### src/rtl/div_pkg.sv
// Shared definitions for the sequential 16-by-8 restoring divider:
// operand width, step-counter width, the exception quotient and FSM states.
package div_pkg;

  localparam int DIV_W = 8;
  localparam int CNT_W = $clog2(DIV_W);

  localparam logic [DIV_W-1:0] QUOT_ALL_ONES = {DIV_W{1'b1}};

  typedef enum logic [1:0] {
    IDLE = 2'd0,
    RUN  = 2'd1,
    DONE = 2'd2
  } state_t;

endpackage

### src/rtl/unsigned_div_step.sv
// One combinational restoring-division step: shift {remainder, quotient}
// left by one, try subtracting the divisor, keep the difference when it
// does not go negative and record the outcome in the quotient LSB.
module unsigned_div_step
  import div_pkg::*;
#(
  parameter int W = DIV_W
) (
  input  logic [W:0]   i_rem,
  input  logic [W-1:0] i_quo,
  input  logic [W-1:0] i_divisor,
  output logic [W:0]   o_rem,
  output logic [W-1:0] o_quo
);

  logic [W+1:0] w_shiftRem;
  logic [W+1:0] w_diff;
  logic         w_fits;
  logic         w_unusedBits;

  // The remainder always stays below the divisor, so after a successful
  // subtraction the top bit of the difference is zero and can be dropped.
  always_comb begin
    w_shiftRem   = {i_rem, i_quo[W-1]};
    w_fits       = (w_shiftRem >= {2'b00, i_divisor});
    w_diff       = w_shiftRem - {2'b00, i_divisor};
    w_unusedBits = w_diff[W+1];
    if (w_fits) begin
      o_rem = w_diff[W:0];
      o_quo = {i_quo[W-2:0], 1'b1};
    end else begin
      o_rem = w_shiftRem[W:0];
      o_quo = {i_quo[W-2:0], 1'b0};
    end
  end

endmodule

### src/rtl/unsigned_seq_divider_16by8.sv
// Sequential unsigned divider, 2W-bit dividend by W-bit divisor, one
// quotient bit per clock, valid/ready handshake with one operation in flight.
// Results are copied into an output register in the first DONE cycle, so
// out_valid rises one clock after the FSM enters DONE.
module unsigned_seq_divider_16by8
  import div_pkg::*;
(
  input  logic                 clk,
  input  logic                 rst,
  input  logic                 in_valid,
  output logic                 in_ready,
  input  logic [2*DIV_W-1:0]   dividend,
  input  logic [DIV_W-1:0]     divisor,
  output logic                 out_valid,
  input  logic                 out_ready,
  output logic [DIV_W-1:0]     quotient,
  output logic [DIV_W-1:0]     remainder,
  output logic                 div_by_zero,
  output logic                 overflow
);

  localparam int W = DIV_W;

  state_t r_state;
  state_t w_nextState;

  logic [W:0]       r_rem;
  logic [W-1:0]     r_quo;
  logic [W-1:0]     r_divisor;
  logic [CNT_W-1:0] r_cnt;
  logic             r_dbz;
  logic             r_ovf;

  logic [W-1:0]     r_quotient;
  logic [W-1:0]     r_remainder;
  logic             r_divByZero;
  logic             r_overflow;
  logic             r_outValid;

  logic [W:0]       w_stepRem;
  logic [W-1:0]     w_stepQuo;
  logic             w_inReady;
  logic             w_accept;
  logic             w_running;
  logic             w_capture;
  logic             w_handshake;
  logic             w_isZero;
  logic             w_isOvf;
  logic             w_lastStep;

  unsigned_div_step #(.W(W)) u_step (
    .i_rem     (r_rem),
    .i_quo     (r_quo),
    .i_divisor (r_divisor),
    .o_rem     (w_stepRem),
    .o_quo     (w_stepQuo)
  );

  // Exception detection on the incoming request; divide-by-zero wins.
  always_comb begin
    w_isZero   = (divisor == '0);
    w_isOvf    = (dividend[2*W-1:W] >= divisor);
    w_lastStep = (r_cnt == CNT_W'(W-1));
  end

  // State register.
  always_ff @(posedge clk) begin
    if (rst) begin
      r_state <= IDLE;
    end else begin
      r_state <= w_nextState;
    end
  end

  // Next-state logic: exceptions skip RUN, normal requests take W steps.
  always_comb begin
    w_nextState = r_state;
    case (r_state)
      IDLE: begin
        if (in_valid) begin
          w_nextState = (w_isZero || w_isOvf) ? DONE : RUN;
        end
      end
      RUN: begin
        if (w_lastStep) begin
          w_nextState = DONE;
        end
      end
      DONE: begin
        if (w_handshake) begin
          w_nextState = IDLE;
        end
      end
      default: w_nextState = IDLE;
    endcase
  end

  // FSM-decoded control strobes.
  always_comb begin
    w_inReady   = (r_state == IDLE);
    w_accept    = w_inReady && in_valid;
    w_running   = (r_state == RUN);
    w_capture   = (r_state == DONE) && !r_outValid;
    w_handshake = r_outValid && out_ready;
  end

  // Working registers: operand capture on accept, one restoring step per RUN cycle.
  always_ff @(posedge clk) begin
    if (rst) begin
      r_rem     <= '0;
      r_quo     <= '0;
      r_divisor <= '0;
      r_cnt     <= '0;
      r_dbz     <= 1'b0;
      r_ovf     <= 1'b0;
    end else if (w_accept) begin
      r_divisor <= divisor;
      r_cnt     <= '0;
      if (w_isZero) begin
        r_dbz <= 1'b1;
        r_ovf <= 1'b0;
        r_quo <= QUOT_ALL_ONES;
        r_rem <= '0;
      end else if (w_isOvf) begin
        r_dbz <= 1'b0;
        r_ovf <= 1'b1;
        r_quo <= QUOT_ALL_ONES;
        r_rem <= '0;
      end else begin
        r_dbz <= 1'b0;
        r_ovf <= 1'b0;
        r_quo <= dividend[W-1:0];
        r_rem <= {1'b0, dividend[2*W-1:W]};
      end
    end else if (w_running) begin
      r_rem <= w_stepRem;
      r_quo <= w_stepQuo;
      r_cnt <= r_cnt + CNT_W'(1);
    end
  end

  // Output register: loaded once in DONE and held until the consumer takes it.
  always_ff @(posedge clk) begin
    if (rst) begin
      r_quotient  <= '0;
      r_remainder <= '0;
      r_divByZero <= 1'b0;
      r_overflow  <= 1'b0;
      r_outValid  <= 1'b0;
    end else if (w_capture) begin
      r_quotient  <= r_quo;
      r_remainder <= r_rem[W-1:0];
      r_divByZero <= r_dbz;
      r_overflow  <= r_ovf;
      r_outValid  <= 1'b1;
    end else if (w_handshake) begin
      r_outValid  <= 1'b0;
    end
  end

  assign in_ready    = w_inReady;
  assign out_valid   = r_outValid;
  assign quotient    = r_quotient;
  assign remainder   = r_remainder;
  assign div_by_zero = r_divByZero;
  assign overflow    = r_overflow;

endmodule
### config.mk
export PLATFORM = sky130hd
export DESIGN_NAME = unsigned_seq_divider_16by8
export DESIGN_NICKNAME = d
export VERILOG_FILES = /design/src/rtl/div_pkg.sv /design/src/rtl/unsigned_div_step.sv /design/src/rtl/unsigned_seq_divider_16by8.sv
export SDC_FILE = /design/constraint.sdc
export NUM_CORES = 1
export LEC_CHECK = 0
export CAP_MARGIN = 15
export CORE_MARGIN = 2
export CORE_UTILIZATION = 30
export DETAILED_ROUTE_END_ITERATION = 16
export PLACE_DENSITY_LB_ADDON = 0.1
export SLEW_MARGIN = 0
export SYNTH_ARGS = -nofsm -noshare
export SYNTH_HDL_FRONTEND = slang
export SYNTH_SLANG_ARGS = --single-unit
### constraint.sdc
create_clock -name clk -period 2.4 [get_ports clk]
set_input_delay 0.36 -clock clk [delete_from_list [all_inputs] [get_ports clk]]
set_output_delay 0.36 -clock clk [all_outputs]
set_load 0.02 [all_outputs]
==> results.cfg <==
[final_layout]
most_frequent_cells_in_the_layout = 67 x sky130_fd_sc_hd__nand2_1, 51 x sky130_fd_sc_hd__dfxtp_1, 46 x sky130_fd_sc_hd__clkdlybuf4s50_1
synthToLayoutAreaGrowth_pct = 32.42
antenna_cells_inserted = 0
fin_cells = 558
mostFrequentLayoutCell = sky130_fd_sc_hd__nand2_1
drive_above_1_share = 0.1399
multiInputGateArea_um2 = 1700
n_fill_cell = 1008
register_area_um2 = 1021
post-route-util = 0.4106
final_net_count = 475

[grt]
grt_start_max_net_pins = 28
globalRouteOverflowTotal = 0
first_global_vias = 2687
globalRouteTotalUtil = 0.1661
number_of_antenna_violations_at_the_first_check_in_global_routing = 0
grt_pass1_wl_um = 13700

[logic_synthesis]
post_synth_instance_area_um2 = 2879
cell_type_contributing_the_most_total_cell_area_after_synthesis = sky130_fd_sc_hd__dfxtp_1
yosysTopAreaCellShare = 0.3546
avgSynthCellArea_um2 = 8.020
synth.yosys.seq_area_share = 0.3546
async_reset_ff_frac = 0
mappedNetlistNets = 406
synthTopCellsByArea = sky130_fd_sc_hd__dfxtp_1 35%, sky130_fd_sc_hd__nand2_1 8.7%, sky130_fd_sc_hd__ha_1 7.8%
synth_seq_cells = 51
synth_edf_count = 0
synth_cells = 359
synth.lib_cells_used.distinct = 57
ys.flop_type = sky130_fd_sc_hd__dfxtp_1
yosys_warnings = 0

[power_and_ir_drop]
vdd_ir_drop_max_uv = 254.1
power.static_leakage_nw = 1.469
power.density_cell_area_nw_per_um2 = 774.7
finalPower_w = 0.002954

[clock_network]
htree_levels = 2
cts.sink_count = 51
cts.clk_slew.worst_paths_ps = 100
cts_hold_buf = 0
ctsLongestPathBuffers = 2
clock_tree_from_tritoncts = yes
numCtsBuffers = 5
worstSkewPairLatency_ps = 310
post-cts-setup-buffer-count = 0
cts-root-buf = sky130_fd_sc_hd__clkbuf_8

[sta]
setup_viol_count_final = 0
period_share = 0.9506
worst_clock_skew_ps = 17.52
tightest_slew_ps = 647.9
timing.final.max_slew_violations = 0
period_needed_ps = 2282
setup_total_negative_slack_ps = 0
slew_headroom = 0.5681
rsz0062_at_grt = no
worst_hold_slack_ps = 459.9
max_freq_ghz = 0.4383
hold_violation_count_in_the_final_report = 0

[flow_run]
timing.max_cap.violations = 0

[placed_design]
io_buffer_count = 47
dp_cells = 550
hpwlAfterDp_um = 6189
place_congestion = 0.8343

[setup_path]
worst-path-max-fanout = 8
worst_ep_required_time_ps = 2630
timing.critical_path.to_type = flip-flop
timing.setup.critical_path_class = reg2reg
timing.critical_path.from_type = flip-flop
data_arrival_time_of_the_worst_path_ps = 2510
regToRegSetupSlack_ps = 120

[die]
initial_core_util = 0.3101
std_cell_rows = 35
die_area_um2 = 10400
height_of_the_die_um = 102.0
chipWidth_um = 102.0
io_pins = 48
design.core.area_um2 = 9284

[route]
firstDrtPassIters = 4
via_count = 2767
drt.antenna.violating_nets = 0
avgRoutedWirePerCell_um = 14.64
route.detailed.drc = 0
drt_iter0_markers = 146
detail_route.vias_per_cell = 4.959
finalWirelength_um = 8171

[min_path]
worst_hold_path_type = reg2reg

[outcome]
status = finished clean
## metrics by stage
| step | instance area [µm²] | worst slack [ps] |
|---|---|---|
| 6_report | 3812 | 118.5 |
| 4_1_cts | 3799 | 32.91 |
| 3_3_place_gp | 3684 | -153.3 |
| 5_1_grt | 3812 | 0.1519 |
| 3_5_place_dp | 3684 | -165.6 |
| 2_1_floorplan | 2879 | 134.4 |
## per-layer routing
layer,track usage,vias up,share of wire
met4,0.03077,0,0.0077
met3,0.02668,4,0.038
li1,-,1416,-
met1,0.2386,1289,0.49
met2,0.2657,58,0.46
met5,0,-,0
## cells in the mapped netlist (4+ instances only)
cell type / number
sky130_fd_sc_hd__nand3_1: 4
sky130_fd_sc_hd__o311ai_0: 8
sky130_fd_sc_hd__dfxtp_1: 51
sky130_fd_sc_hd__clkbuf_1: 13
sky130_fd_sc_hd__a21o_1: 6
sky130_fd_sc_hd__o211ai_1: 4
sky130_fd_sc_hd__nand2b_1: 16
sky130_fd_sc_hd__o21bai_1: 4
sky130_fd_sc_hd__a31oi_1: 14
sky130_fd_sc_hd__buf_2: 5
sky130_fd_sc_hd__nand2_1: 67
sky130_fd_sc_hd__nor2_1: 17
sky130_fd_sc_hd__a21oi_1: 42
sky130_fd_sc_hd__ha_1: 18
sky130_fd_sc_hd__inv_1: 21
## path summary, 6_finish.rpt
kind         cells after the start                     start                        to
max                              9     r_quo[7]$_SDFFE_PP0P_     r_rem[0]$_SDFFE_PP0P_
min                              2  quotient[3]$_SDFFE_PP0P_  quotient[3]$_SDFFE_PP0P_
max reg2reg                      9     r_quo[7]$_SDFFE_PP0P_     r_rem[0]$_SDFFE_PP0P_
min reg2reg                      2  quotient[3]$_SDFFE_PP0P_  quotient[3]$_SDFFE_PP0P_
## state kept, by name (all words and copies together) (netlist names)
name	cells
remainder	8
out_valid	1
r_cnt	3
overflow	1
quotient	8
r_quo	8
r_divisor	8
r_state	2
r_rem	9
div_by_zero	1
r_dbz	1
r_ovf	1
## where the power goes
group	total [W]	switching, W	internal [W]	leakage (nW)
Combinational	0.00131	0.000699	0.000614	0.997
Sequential	0.00102	0.0000836	0.000933	0.417
Clock	0.000624	0.000309	0.000315	0.0548
Total	0.00295	0.00109	0.00186	1.47
## area by class of cell
cell class,instances,share of cell area
sequential,51,0.2678
timing repair buffer,83,0.1930
clock buffer,5,0.01805
clock inverter,3,0.01214
tap,129,0.04234
multi-input combinational,266,0.4460
inverter,21,0.02068
## what timing repair did
item,in CTS,in global routing
resized for setup,1,5
pin swaps,0,1
cloned,0,0
endpoints found under the setup margin,1,7
## cell families after synthesis
group,Yosys count,synth area share
AOI/OAI and AO/OA,111,0.2681
xor gates and xnor gates,2,0.006085
adders and majority gates,19,0.08518
buffers and inverters,42,0.05954
DFF,51,0.3546
muxes,4,0.01478
and+or+nand+nor,130,0.2116
## worst max-delay path, stage by stage, from the launching register on
cell	delay (ps)
sky130_fd_sc_hd__dfxtp_1	320
sky130_fd_sc_hd__inv_1	90
sky130_fd_sc_hd__ha_1	160
sky130_fd_sc_hd__inv_1	50
sky130_fd_sc_hd__fa_1	410
sky130_fd_sc_hd__a211oi_2	280
sky130_fd_sc_hd__o21a_1	210
sky130_fd_sc_hd__o211a_4	230
sky130_fd_sc_hd__mux2_1	340
sky130_fd_sc_hd__o22ai_1	120
Power figures use the tool's default switching activity.
